## config.mk

```make
export PLATFORM = sky130hd
export DESIGN_NAME = qif_neuron_array
export DESIGN_NICKNAME = d
export VERILOG_FILES = /design/src/rtl/qif_neuron_array.sv
export SDC_FILE = /design/constraint.sdc
export NUM_CORES = 1
export LEC_CHECK = 0
export BUFFER_PORTS_ARGS = -buffer_cell sky130_fd_sc_hd__buf_2
export CAP_MARGIN = 20
export CORE_MARGIN = 4
export CORE_UTILIZATION = 30
export CTS_CLUSTER_SIZE = 14
export DETAILED_ROUTE_END_ITERATION = 12
export GPL_ROUTABILITY_DRIVEN = 0
export GPL_TIMING_DRIVEN = 0
export SYNTH_ARGS = -nofsm -noshare
export SYNTH_HDL_FRONTEND = slang
export SYNTH_SLANG_ARGS = --single-unit
```

## constraint.sdc

```tcl
create_clock -name clk -period 8.9 [get_ports clk]
set_input_delay 0.89 -clock clk [delete_from_list [all_inputs] [get_ports clk]]
set_output_delay 0.89 -clock clk [all_outputs]
set_load 0.05 [all_outputs]
```

## src/rtl/qif_neuron_array.sv

```systemverilog
// Time-multiplexed quadratic integrate-and-fire neuron array.
// One channel is updated per enabled cycle, round-robin, with registered outputs.
module qif_neuron_array #(
  parameter int N_CH     = 4,
  parameter int WIDTH    = 8,
  parameter int SQ_SHIFT = 8,
  parameter int REFRAC   = 2
) (
  input  logic                    clk,
  input  logic                    rst,
  input  logic                    en,
  input  logic                    b_valid,
  input  logic [$clog2(N_CH)-1:0] b_ch,
  input  logic [WIDTH-1:0]        b_in,
  input  logic [WIDTH-1:0]        thresh,
  input  logic [WIDTH-1:0]        v_reset,
  input  logic [WIDTH-1:0]        leak,
  output logic [WIDTH-1:0]        v_out,
  output logic [$clog2(N_CH)-1:0] v_ch,
  output logic                    v_valid,
  output logic [N_CH-1:0]         spike_out
);

  localparam int CW = $clog2(N_CH);
  localparam int SW = 2*WIDTH+2;
  localparam int PW = SW-WIDTH;

  localparam logic signed [SW-1:0] MAXV =
    {{PW{1'b0}}, {WIDTH{1'b1}}};

  logic [WIDTH-1:0] r_v    [N_CH];
  logic [WIDTH-1:0] r_b    [N_CH];
  logic [3:0]       r_rcnt [N_CH];
  logic [CW-1:0]    r_ptr;

  logic [WIDTH-1:0] r_v_out;
  logic [CW-1:0]    r_v_ch;
  logic             r_v_valid;
  logic [N_CH-1:0]  r_spike;

  logic signed [SW-1:0] w_vz;
  logic signed [SW-1:0] w_bz;
  logic signed [SW-1:0] w_lz;
  logic signed [SW-1:0] w_sq;
  logic signed [SW-1:0] w_s;
  logic [WIDTH-1:0]     w_vc;
  logic                 w_refr;
  logic                 w_spk;
  logic [WIDTH-1:0]     w_vnew;
  logic [N_CH-1:0]      w_onehot;

  assign w_vz = {{PW{1'b0}}, r_v[r_ptr]};
  assign w_bz = {{PW{1'b0}}, r_b[r_ptr]};
  assign w_lz = {{PW{1'b0}}, leak};
  assign w_sq = (w_vz * w_vz) >>> SQ_SHIFT;
  assign w_s  = w_vz + w_sq + w_bz - w_lz;

  // Clamp the full-precision sum into the unsigned membrane range.
  always_comb begin
    w_vc = w_s[WIDTH-1:0];
    if (w_s[SW-1])
      w_vc = '0;
    else if (w_s > MAXV)
      w_vc = {WIDTH{1'b1}};
  end

  assign w_refr   = (r_rcnt[r_ptr] != 4'd0);
  assign w_spk    = !w_refr && (w_vc >= thresh);
  assign w_vnew   = (w_refr || w_spk) ? v_reset : w_vc;
  assign w_onehot = {{(N_CH-1){1'b0}}, 1'b1} << r_ptr;

  // Per-channel state: input currents, membranes, refractory counters, pointer.
  always_ff @(posedge clk or posedge rst) begin
    if (rst) begin
      for (int i = 0; i < N_CH; i++) begin
        r_v[i]    <= '0;
        r_b[i]    <= '0;
        r_rcnt[i] <= '0;
      end
      r_ptr <= '0;
    end else begin
      if (b_valid)
        r_b[b_ch] <= b_in;
      if (en) begin
        r_v[r_ptr] <= w_vnew;
        if (w_refr)
          r_rcnt[r_ptr] <= r_rcnt[r_ptr] - 4'd1;
        else if (w_spk)
          r_rcnt[r_ptr] <= 4'(REFRAC);
        r_ptr <= r_ptr + CW'(1);
      end
    end
  end

  // Registered result of the channel updated in the previous cycle.
  always_ff @(posedge clk or posedge rst) begin
    if (rst) begin
      r_v_out   <= '0;
      r_v_ch    <= '0;
      r_v_valid <= 1'b0;
      r_spike   <= '0;
    end else begin
      r_v_valid <= en;
      r_spike   <= (en && w_spk) ? w_onehot : '0;
      if (en) begin
        r_v_out <= w_vnew;
        r_v_ch  <= r_ptr;
      end
    end
  end

  assign v_out     = r_v_out;
  assign v_ch      = r_v_ch;
  assign v_valid   = r_v_valid;
  assign spike_out = r_spike;

endmodule

```

After elaboration in Yosys (flattened, before gate mapping)
Cells that the tools add are included.
{"block": "word_totals", "input_bits": 38, "regBits": 97, "output_inout_bits": 15}
{"block": "classes", "bitwise": 5, "magnitude_cmp": 6, "reduce_logical": 9, "n_mul": 1, "shift": 1, "n_addsub": 5, "muxes": 24}
{"operator": "2-to-1 mux 8 bit", "count": 9}
{"operator": "bitwise mux 32 bit", "count": 2}
{"operator": "binary-select mux 8 bit (select 2 bit)", "count": 2}
{"operator": "demux 8 bit (select 2 bit)", "count": 2}
{"operator": "2-to-1 mux 16 bit", "count": 2}
{"operator": "bitwise mux 16 bit", "count": 1}
{"operator": "multiplier 8 x 8 -> 16 bit", "count": 1}
{"operator": "2-to-1 mux 4 bit", "count": 4}
{"operator": "bitwise AND 12 bit", "count": 1}
{"operator": "NOT 12 bit", "count": 1}
{"operator": "> comparator 11 x 9 -> 1 bit (second input constant)", "count": 1}
{"operator": "subtractor 10 x 8 -> 11 bit", "count": 1}
{"operator": "adder 9 x 8 -> 10 bit", "count": 1}
{"operator": "adder 8 x 8 -> 9 bit", "count": 1}
{"operator": "binary-select mux 4 bit (select 2 bit)", "count": 1}
{"operator": "demux 4 bit (select 2 bit)", "count": 1}
{"operator": "greater-or-equal comparator 8 bit", "count": 1}
{"operator": "greater-or-equal comparator 3 bit (second input constant)", "count": 2}
{"operator": "less-than comparator 3 x 1 -> 1 bit (second input constant)", "count": 2}
{"operator": "NOT 2 -> 3 bit", "count": 2}
{"operator": "logical AND 1 bit", "count": 4}
{"operator": "bitwise OR 4 bit", "count": 1}
{"operator": "nonzero test 4 bit", "count": 1}
{"operator": "left shift 1 x 2 -> 4 bit (first input constant)", "count": 1}
{"operator": "6 further kinds", "count": 6}

Logic depth before layout (Yosys ltp)
Gate-level depths: netlist of run 1.
{"block": "depth", "depth_word": 16, "depth_mapped": 36}

Worst setup path after synthesis of run 1
No wires, ideal clock.
{"block": "synth_timing", "path_type": "reg2reg", "startpoint": "register r_ptr[0]", "endpoint": "register r_v[8] in the netlist's numbering", "required_ns": 8.812, "path_buffers": 3, "stages_incl_launch_ff": 35, "slack_ns": -0.536, "setup_time_ns": 0.088, "t_arrival_ns": 9.348, "cell_sequence": "dfrtp_1 > buf_2 > buf_2 > mux4_2 > inv_1 > nor2_1 > fa_1 > xor2_1 > xnor2_1 > fa_1 > inv_1 > fa_1 > inv_1 > ha_1 > a2111o_1 > a41o_1 > a31oi_2 > o21bai_2 > a31oi_1 > xor2_1 > fa_1 > ha_1 > a211o_1 > o21ai_0 > mux2i_1 > nand3_1 > a21o_1 > ha_1 > nand2b_1 > a2111oi_0 > o311ai_1 > a211oi_4 > nand4_4 > buf_6 > a41oi_1"}
{"block": "synth_via", "elab_chain_cells": 16}
{"element": "from (decl)", "line": "34", "source": "logic [CW-1:0] r_ptr;"}
{"element": "from (signal assigned)", "line": "90", "source": "r_ptr <= r_ptr + CW'(1);"}
{"element": "NOT 2 -> 3 bit (implied by the code) (*)"}
{"element": "binary-select mux 8 bit (select 2 bit)", "line": "52", "source": "assign w_vz = {{PW{1'b0}}, r_v[r_ptr]};"}
{"element": "2-to-1 mux 8 bit (implied by the code) (2 in series)", "line": "52"}
{"element": "multiplier 8 x 8 -> 16 bit", "line": "55", "source": "assign w_sq = (w_vz * w_vz) >>> SQ_SHIFT;"}
{"element": "adder 8 x 8 -> 9 bit", "line": "56", "source": "assign w_s = w_vz + w_sq + w_bz - w_lz;"}
{"element": "adder 9 x 8 -> 10 bit", "line": "56"}
{"element": "subtractor 10 x 8 -> 11 bit", "line": "56"}
{"element": "> comparator 11 x 9 -> 1 bit", "line": "63", "source": "else if (w_s > MAXV)"}
{"element": "2-to-1 mux 8 bit", "line": "63"}
{"element": "2-to-1 mux 8 bit", "line": "61", "source": "if (w_s[SW-1])"}
{"element": "greater-or-equal comparator 8 bit", "line": "68", "source": "assign w_spk = !w_refr && (w_vc >= thresh);"}
{"element": "logical AND 1 bit", "line": "68"}
{"element": "logical OR 1 bit", "line": "69", "source": "assign w_vnew = (w_refr || w_spk) ? v_reset : w_vc;"}
{"element": "2-to-1 mux 8 bit", "line": "69"}
{"element": "bitwise mux 32 bit (*)", "line": "85", "source": "r_v[r_ptr] <= w_vnew;"}
{"element": "to (signal, indexed assignment)", "line": "85"}
{"element": "to (decl)", "line": "31", "source": "logic [WIDTH-1:0] r_v [N_CH];"}
Mark *: on every way between the ends. The rest lies on a longest branch, timed or not. The select of a mux whose other input is x is not followed.
A chain may end at the register's enable or synchronous reset.

Worst setup path in the final report of run 1
{"block": "layout_timing", "startpoint": "register r_ptr[0]", "endpoint": "register r_rcnt[0] in the netlist's numbering"}
{"block": "layout_via", "elab_chain_cells": 15}
{"element": "NOT 2 -> 3 bit (implied by the code) (*)"}
{"element": "binary-select mux 8 bit (select 2 bit)", "line": "52"}
{"element": "2-to-1 mux 8 bit (implied by the code) (2 in series)", "line": "52"}
{"element": "multiplier 8 x 8 -> 16 bit", "line": "55"}
{"element": "adder 8 x 8 -> 9 bit", "line": "56"}
{"element": "adder 9 x 8 -> 10 bit", "line": "56"}
{"element": "subtractor 10 x 8 -> 11 bit", "line": "56"}
{"element": "> comparator 11 x 9 -> 1 bit", "line": "63"}
{"element": "2-to-1 mux 8 bit", "line": "63"}
{"element": "2-to-1 mux 8 bit", "line": "61"}
{"element": "greater-or-equal comparator 8 bit", "line": "68"}
{"element": "logical AND 1 bit", "line": "68"}
{"element": "nonzero test 2 bit (no line)"}
{"element": "AND reduction 2 bit (no line)"}
{"element": "to (signal, indexed assignment)", "line": "87", "source": "r_rcnt[r_ptr] <= r_rcnt[r_ptr] - 4'd1;"}
{"element": "to (signal, indexed assignment)", "line": "89", "source": "r_rcnt[r_ptr] <= 4'(REFRAC);"}
{"element": "to (decl)", "line": "33", "source": "logic [3:0] r_rcnt [N_CH];"}
Marks and branches as above.

==> impl_metrics.py, run 1 <==
metrics = {
    "status": {
        "outcome": "finished with violations",
        "violations": "setup timing",
    },
    "placed_design": {
        "dp_hpwl_um": 13500,
        "dpl-instance-area_um2": 7850,
        "io_buffers": 52,
    },
    "synthesis": {
        "synth_edf_count": 0,
        "synth_top_area_share_pct": 34.2,
        "synthDistinctLibCells": 59,
        "syn_area_per_cell_um2": 10.6,
        "synth.cells.most_frequent": "dfrtp_1 (97), inv_1 (92), nor2_1 (75), ha_1 (52), mux2_2 (42)",
        "synth_top_cells_by_area": "dfrtp_1 (34%), fa_1 (11%), ha_1 (9.2%)",
        "yosys_warnings": 0,
        "syn_area_um2": 7100,
        "ys_ff_latch": 97,
        "syn_nets": 799,
        "synth_cells": 669,
        "ys.flop_type": "dfrtp_1",
        "yosys.cell_count.top_type": "dfrtp_1",
        "synthArstFlopShare_pct": 100,
        "synth-seq-area-share_pct": 34.2,
        "yosysTopAreaCell": "dfrtp_1",
    },
    "route": {
        "wire_per_inst_um": 17.2,
        "drcViolationCount": 0,
        "ant_nets": 0,
        "drt_iter0_markers": 352,
        "drtPass1Iterations": 5,
        "num_vias": 5626,
        "routed_wl_um": 19200,
        "via_per_inst": 5.02,
    },
    "floorplanning": {
        "initial_utilization_pct": 30.3,
        "rows": 56,
        "die_w_um": 162,
        "die_area_um2": 26200,
        "core_area_um2": 23400,
        "die_h_um": 162,
        "io-pin-count": 53,
    },
    "setup_path": {
        "crit_path_end_kind": "register",
        "critPathKind": "reg2reg",
        "critical-path-max-stage-delay_ns": 0.59,
        "path_common_cell": "fa_1",
        "critPathRequiredTime_ns": 9.13,
        "reg2reg_depth": 37,
        "cp_data_arrival_time_ns": 9.19,
        "rrSetupSlack_ns": -0.06,
        "cp_slowest_cell": "mux4_2",
        "worstPathMaxFanout": 8,
        "start_kind": "register",
    },
    "clock_network": {
        "cts_made_buffers": 9,
        "cts_root_buf": "clkbuf_16",
        "clock_latency_ns": 0.34,
        "path_clk_slew_ns": 0.07,
        "cts_tree": "built",
        "clk_path_buf_depth": 2,
        "h-tree-depth": 3,
        "cts_hold_buffers": 0,
        "clock_sinks": 97,
    },
    "timing": {
        "hold_violations": 0,
        "setup_violations": 15,
        "rsz0062_at_grt": "yes",
        "tightest_slew_ns": 0.842,
        "period_share_pct": 101,
        "period_minus_slack_ns": 8.96,
        "fmax_mhz": 112,
        "worst_slack_ns": -0.0597,
        "fin_skew_ns": 0.00970,
        "slew_viol_final": 0,
        "relSlewSlack_pct": 43.9,
    },
    "layout": {
        "layout.nets": 925,
        "n_fill_cell": 2228,
        "synthToLayoutAreaGrowth_pct": 33.5,
        "seqCellArea_um2": 2430,
        "multi_input_area_um2": 4990,
        "design_area_um2": 9470,
        "drive_above_1_share_pct": 39.9,
    },
    "hold_path": {
        "hold_depth": 1,
        "hold_path.class": "reg2reg",
    },
    "job": {
        "maxCapViolCount": 0,
    },
    "global_route": {
        "grt_pass1_vias": 5787,
        "antenna_found_initial": 1,
        "grt_start_max_net_pins": 58,
        "grt_overflow": 0,
        "grt_usage_pct": 14.6,
        "grt_pass1_wl_um": 30900,
    },
}
-- placed cells by master (no fill, tap or decap), types with 8 or more instances in the layout --
cell type,n
ha_1,42
dfrtp_1,96
clkbuf_16,9
o211ai_1,8
o21a_1,9
clkbuf_1,11
buf_6,16
mux2_2,42
buf_4,51
nor2_1,68
buf_2,53
a41oi_2,25
nand2_1,33
fa_1,37
inv_1,80
xnor2_1,10
a21oi_1,13
o21ai_0,9
mux4_2,20
ha_4,10
nand2_4,8
-- routing by layer --
| metal | global-route usage, % | wire length [um] |
|---|---|---|
| met5 | 0 | 0 |
| met1 | 20.5 | 8740 |
| met3 | 1.75 | 622 |
| met2 | 23.5 | 9410 |
| met4 | 5.04 | 443 |
-- repair_timing --
action	CTS	global route
endpoints found under the hold margin	0	0
pin swaps	39	50
resized for setup	97	53
setup buffers	33	24
gates cloned	3	1
endpoints found under the setup margin	60	60
-- registers in the layout, summed over array words and instances (netlist names) --
| signal | count |
|---|---|
| r_rcnt | 16 |
| r_b | 32 |
| r_v | 32 |
| spike_out | 4 |
| r_ptr | 2 |
| v_out | 8 |
| v_ch | 2 |
| v_valid | 1 |
-- cell type report --
cell class              count  share of cell area (%)
clock inverters             7                    1.24
inverters                  93                    4.03
well taps                 319                    4.21
clock buffers               9                    2.38
flip-flops and latches     97                    25.6
repair buffers            114                    8.24
multi-input cells         459                    52.7
plain buffers              21                    1.52
diodes                      1                  0.0264
-- final timing paths --
check | startpoint | endpoint
max | r_ptr[0] | r_rcnt[0]
min | r_rcnt[13] | r_rcnt[13]
max reg2reg | r_ptr[0] | r_rcnt[0]
min reg2reg | r_rcnt[13] | r_rcnt[13]
max in group asynchronous | rst | r_b[10]
min in group asynchronous | rst | v_out[1]
-- stage by stage --
step           utilization [%]  std cells  hold slack (ns)  setup WS (ns)  TNS, ns
6_report                  40.5       1120            0.499        -0.0597   -0.479
3_3_place_gp              33.4       1040            0.470          -1.03   -55.00
3_5_place_dp              33.6       1042            0.481          -1.03   -54.58
5_1_grt                   40.5       1120            0.514         -0.360   -16.18
2_1_floorplan                -        669            0.455        0.00787        0
4_1_cts                   38.5       1094            0.505        -0.0868    -2.27
-- critical path, delay by kind of cell, from the launching register on --
kind | cells | cell delay [ns]
mux | 2 | 0.95
simple gates | 5 | 0.77
flops | 1 | 0.37
buf+inv | 8 | 0.97
fa+ha+maj | 7 | 2.83
compound gates | 12 | 2.38
xor+xnor | 3 | 0.56
-- cells by family (layout without fill, tap and decap cells) --
| logic type | count (synthesis) | in the layout | synth area share, % |
|---|---|---|---|
| buffers and inverters | 114 | 244 | 6.44 |
| multiplexers | 65 | 65 | 13.4 |
| AND/OR/NAND/NOR | 160 | 161 | 10.4 |
| other | 0 | 1 | 0 |
| XOR/XNOR | 18 | 18 | 2.22 |
| adder cells (fa/ha/maj) | 92 | 92 | 20.5 |
| AO/OA/AOI/OAI | 123 | 123 | 12.9 |
| flip-flops | 97 | 97 | 34.2 |
Power of run 1 is not shown: default switching activity piles up to over one toggle a cycle in this logic, so the estimate is an artifact.
==> run 2: changes to the inputs <==
--- a/config.mk
+++ b/config.mk
@@ -13,5 +13,4 @@
 export DETAILED_ROUTE_END_ITERATION = 12
 export GPL_ROUTABILITY_DRIVEN = 0
-export GPL_TIMING_DRIVEN = 0
 export SYNTH_ARGS = -nofsm -noshare
 export SYNTH_HDL_FRONTEND = slang
==> constraint.sdc (replaced) <==
create_clock -name clk -period 11.3 [get_ports clk]
set_input_delay 0.565 -clock clk [delete_from_list [all_inputs] [get_ports clk]]
set_output_delay 0.565 -clock clk [all_outputs]
set_load 0.05 [all_outputs]
==> impl_metrics.py, run 2 (synthesized netlist as in run 1, its figures left out) <==
metrics = {
    "job": {
        "maxCapViolCount": 0,
    },
    "setup_path": {
        "cp_data_arrival_time_ns": 10.77,
        "reg2reg_depth": 33,
        "start_kind": "register",
        "critical-path-max-stage-delay_ns": 0.63,
        "path_common_cell": "fa_1",
        "worstPathMaxFanout": 25,
        "cp_slowest_cell": "dfrtp_1",
        "r2r-end": "v_out[7]",
        "critPathKind": "reg2reg",
        "r2r-start": "r_ptr[0]",
        "crit_path_end_kind": "register",
        "rrSetupSlack_ns": 0.78,
        "critPathRequiredTime_ns": 11.55,
    },
    "timing": {
        "hold_violations": 0,
        "period_share_pct": 93.1,
        "fmax_mhz": 95.1,
        "setup_violations": 0,
        "fin_skew_ns": 0.00990,
        "slew_viol_final": 0,
        "relSlewSlack_pct": 45.0,
        "period_minus_slack_ns": 10.52,
        "rsz0062_at_grt": "no",
        "setup-tns-final_ns": 0,
        "tightest_slew_ns": 0.825,
    },
    "global_route": {
        "grt_overflow": 0,
        "grt_usage_pct": 13.2,
        "grt_pass1_vias": 5318,
        "grt_pass1_wl_um": 28000,
        "grt_start_max_net_pins": 54,
        "antenna_found_initial": 0,
    },
    "route": {
        "drt_iter0_markers": 321,
        "dr_wl_met3_um": 476,
        "routed_wl_um": 16800,
        "via_per_inst": 4.91,
        "drtPass1Iterations": 5,
        "wl_met1_um": 8120,
        "highest_layer": "met4",
        "wire_per_inst_um": 16.1,
        "ant_nets": 0,
        "met2_length_um": 7970,
        "drcViolationCount": 0,
        "num_vias": 5128,
    },
    "placed_design": {
        "io_buffers": 52,
        "dp_hpwl_um": 13100,
    },
    "clock_network": {
        "clk_path_buf_depth": 2,
        "cts_root_buf": "clkbuf_16",
        "clock_sinks": 97,
        "cts_made_buffers": 9,
        "clock_latency_ns": 0.34,
        "path_clk_slew_ns": 0.07,
        "cts_tree": "built",
        "h-tree-depth": 3,
    },
    "floorplanning": {
        "rows": 56,
        "io-pin-count": 53,
        "die_area_um2": 26200,
        "core_area_um2": 23400,
        "die_w_um": 162,
        "initial_utilization_pct": 30.3,
        "die_h_um": 162,
    },
    "layout": {
        "layout.nets": 850,
        "reg_top3": "r_b x32, r_v x32, r_rcnt x16",
        "layout_common_cells": "dfrtp_1 (97), inv_1 (91), nor2_1 (75), ha_1 (52), buf_2 (52)",
        "drive_above_1_share_pct": 21.4,
        "synthToLayoutAreaGrowth_pct": 13.3,
        "n_fill_cell": 2448,
        "layout_commonest_cell": "dfrtp_1",
        "n_antenna_cell": 0,
    },
    "hold_path": {
        "hold_path.class": "in2async",
    },
    "status": {
        "outcome": "finished, final reports clean",
    },
}
run 2: worst max-delay path by stage:
stage / end / cells past startpoint / start
final: v_out[7] / 33 / r_ptr[0]
after global routing: v_out[7] / 33 / r_ptr[0]
after CTS: v_out[7] / 33 / r_ptr[0]
after detailed placement: v_out[7] / 33 / r_ptr[0]
after global placement: v_out[1] / 33 / r_ptr[0]
after floorplan: r_v[16] / 34 / r_ptr[0]
run 2: layout make-up:
type                       instances  area, um^2  area share, %
inverter                          93         352           4.37
clock buffer                      10         239           2.97
clock inverter                     6        75.1          0.933
tap                              319         399           4.96
timing repair buffer              61         328           4.08
multi-input combinational        458        4220           52.5
sequential                        97        2430           30.2
run 2: metrics by stage:
stage	setup WS (ns)	instances	utilization, %	hold slack (ns)	area, um^2
2_1_floorplan	1.86	669	-	0.455	7100
3_3_place_gp	1.00	1028	33.0	0.478	7720
3_5_place_dp	0.765	1028	33.0	0.481	7720
4_1_cts	0.733	1044	34.3	0.295	8030
5_1_grt	0.0566	1044	34.4	0.331	8040
6_report	0.780	1044	34.4	0.282	8040
run 2: per-layer routing:
metal / GRT usage [%] / vias up
li1: - / 2449
met5: 0 / -
met3: 1.40 / 17
met1: 19.0 / 2555
met2: 21.4 / 107
met4: 3.42 / 0
run 2: worst max-delay path: cells and delay by family, from the launching register on:
family	cells	cell delay, ns
multiplexers	2	1.06
AND/OR/NAND/NOR	4	0.94
adder cells (fa/ha/maj)	7	2.95
XOR/XNOR	3	0.50
buffers and inverters	5	0.70
AO/OA/AOI/OAI	12	3.63
flip-flops	1	0.63
run 2: timing repair:
| item | 4_1_cts | 5_1_grt |
|---|---|---|
| endpoints found under the setup margin | 0 | 6 |
| resized for setup | 0 | 2 |
| hold buffers | 0 | 0 |
| buffers inserted | 0 | 0 |
Power of run 2 is left out for the same reason.
==> run 3: changes to the inputs <==
Settings changed: CORE_MARGIN 4 to 2.
Clock period 11.3 ns to 10.74 ns, I/O delays scaled along.
==> impl_metrics.py, run 3 (synthesized netlist as in run 1, its figures left out) <==
metrics = {
    "route": {
        "routed_wl_um": 17000,
        "drcViolationCount": 0,
        "wire_per_inst_um": 16.3,
        "drt_iter0_markers": 285,
        "drtPass1Iterations": 6,
        "num_vias": 5189,
        "via_per_inst": 4.97,
        "ant_nets": 0,
    },
    "placed_design": {
        "dpl-instance-area_um2": 7710,
        "io_buffers": 52,
        "dp_hpwl_um": 12900,
    },
    "job": {
        "maxCapViolCount": 0,
    },
    "clock_network": {
        "cts_made_buffers": 9,
        "clk_path_buf_depth": 2,
        "cts_tree": "built",
        "cts_root_buf": "clkbuf_16",
        "clock_sinks": 97,
        "h-tree-depth": 3,
        "cts_hold_buffers": 0,
        "clock_latency_ns": 0.35,
        "path_clk_slew_ns": 0.07,
    },
    "timing": {
        "setup-tns-final_ns": 0,
        "hold_violations": 0,
        "fin_skew_ns": 0.0116,
        "tightest_slew_ns": 0.831,
        "setup_violations": 0,
        "period_share_pct": 94.5,
        "relSlewSlack_pct": 44.5,
        "slew_viol_final": 0,
        "fmax_mhz": 98.5,
        "period_minus_slack_ns": 10.15,
    },
    "floorplanning": {
        "rows": 56,
        "die_w_um": 158,
        "die_h_um": 158,
        "initial_utilization_pct": 30.4,
        "io-pin-count": 53,
        "die_area_um2": 24900,
        "core_area_um2": 23300,
    },
    "global_route": {
        "grt_pass1_wl_um": 26900,
        "grt_start_max_net_pins": 52,
        "grt_pass1_vias": 5084,
        "antenna_found_initial": 0,
        "grt_overflow": 0,
        "grt_usage_pct": 13.8,
    },
    "layout": {
        "drive_above_1_share_pct": 22.1,
        "reg_top3": "r_b x32, r_v x32, r_rcnt x16",
        "n_antenna_cell": 0,
        "design_area_um2": 8130,
        "layout.nets": 850,
        "seqCellArea_um2": 2430,
        "layout_commonest_cell": "dfrtp_1",
        "synthToLayoutAreaGrowth_pct": 14.6,
        "layout_common_cells": "dfrtp_1 (95), inv_1 (91), nor2_1 (75), ha_1 (52), buf_2 (52)",
        "n_fill_cell": 2318,
        "multi_input_area_um2": 4280,
    },
    "hold_path": {
        "hold_path.class": "in2async",
    },
    "setup_path": {
        "path_common_cell": "fa_1",
        "reg2reg_depth": 33,
        "worstPathMaxFanout": 12,
        "crit_start": "r_ptr[0]",
        "rrSetupSlack_ns": 0.59,
        "r2r-end": "r_v[24]",
        "crit_path_end_kind": "register",
        "cp_slowest_cell": "mux4_2",
        "r2r-start": "r_ptr[0]",
        "critPathKind": "reg2reg",
        "critPathRequiredTime_ns": 11.00,
        "critical-path-max-stage-delay_ns": 0.60,
        "crit_path_end": "r_v[24]",
        "start_kind": "register",
        "cp_data_arrival_time_ns": 10.41,
    },
    "status": {
        "outcome": "finished, final reports clean",
    },
}
run 3: cell count changes in the layout (fill, tap and decap cells not counted), moves of 2 or more:
cell,before,now
bufinv_16,1,3
clkinvlp_4,3,1
dfrtp_1,97,95
dfrtp_2,0,2
inv_6,0,2
inv_8,2,0
run 3: how the worst min path moves through the flow:
stage                     startpoint        end  depth (start not counted)
after floorplan            r_rcnt[1]  r_rcnt[1]                          1
final                            rst    v_ch[1]                          2
after global routing             rst    v_ch[1]                          2
after detailed placement     r_b[10]    r_b[10]                          1
after global placement       r_b[21]    r_b[21]                          1
after CTS                        rst    v_ch[1]                          2
run 3: what timing repair did:
item	4_1_cts	5_1_grt
resized for setup	0	12
setup endpoints to repair	0	56
setup buffers	0	0
run 3: critical path: cells and delay by family (launching register included):
family / cells / cell delay, ns
xor gates and xnor gates: 3 / 0.44
muxes: 2 / 1.05
and+or+nand+nor: 4 / 0.94
AOI/OAI and AO/OA: 13 / 3.43
adders and majority gates: 7 / 3.06
DFF: 1 / 0.55
buffers and inverters: 4 / 0.58
run 3: layout make-up:
| cell class | count | share of cell area (%) |
|---|---|---|
| clock buffers | 9 | 2.77 |
| clock inverters | 7 | 1.52 |
| inverters | 93 | 4.33 |
| multi-input cells | 459 | 52.6 |
| flip-flops and latches | 97 | 29.9 |
| well taps | 319 | 4.91 |
| repair buffers | 60 | 3.94 |
run 3: through the flow:
step	utilization, %	setup slack [ns]	hold WS, ns	std cells
5_1_grt	34.8	-0.0395	0.302	1044
3_5_place_dp	33.0	0.165	0.490	1027
3_3_place_gp	33.0	0.416	0.484	1027
2_1_floorplan	-	1.30	0.455	669
6_report	34.8	0.592	0.248	1044
4_1_cts	34.5	0.107	0.265	1043
run 3: per-layer routing:
layer / up-vias / wire length, um / global-route usage, %
met4: 0 / 302 / 4.50
met2: 141 / 7810 / 21.4
li1: 2464 / - / -
met1: 2563 / 8170 / 20.0
met5: - / 0 / 0
met3: 21 / 724 / 1.83
Power of run 3 is left out for the same reason.
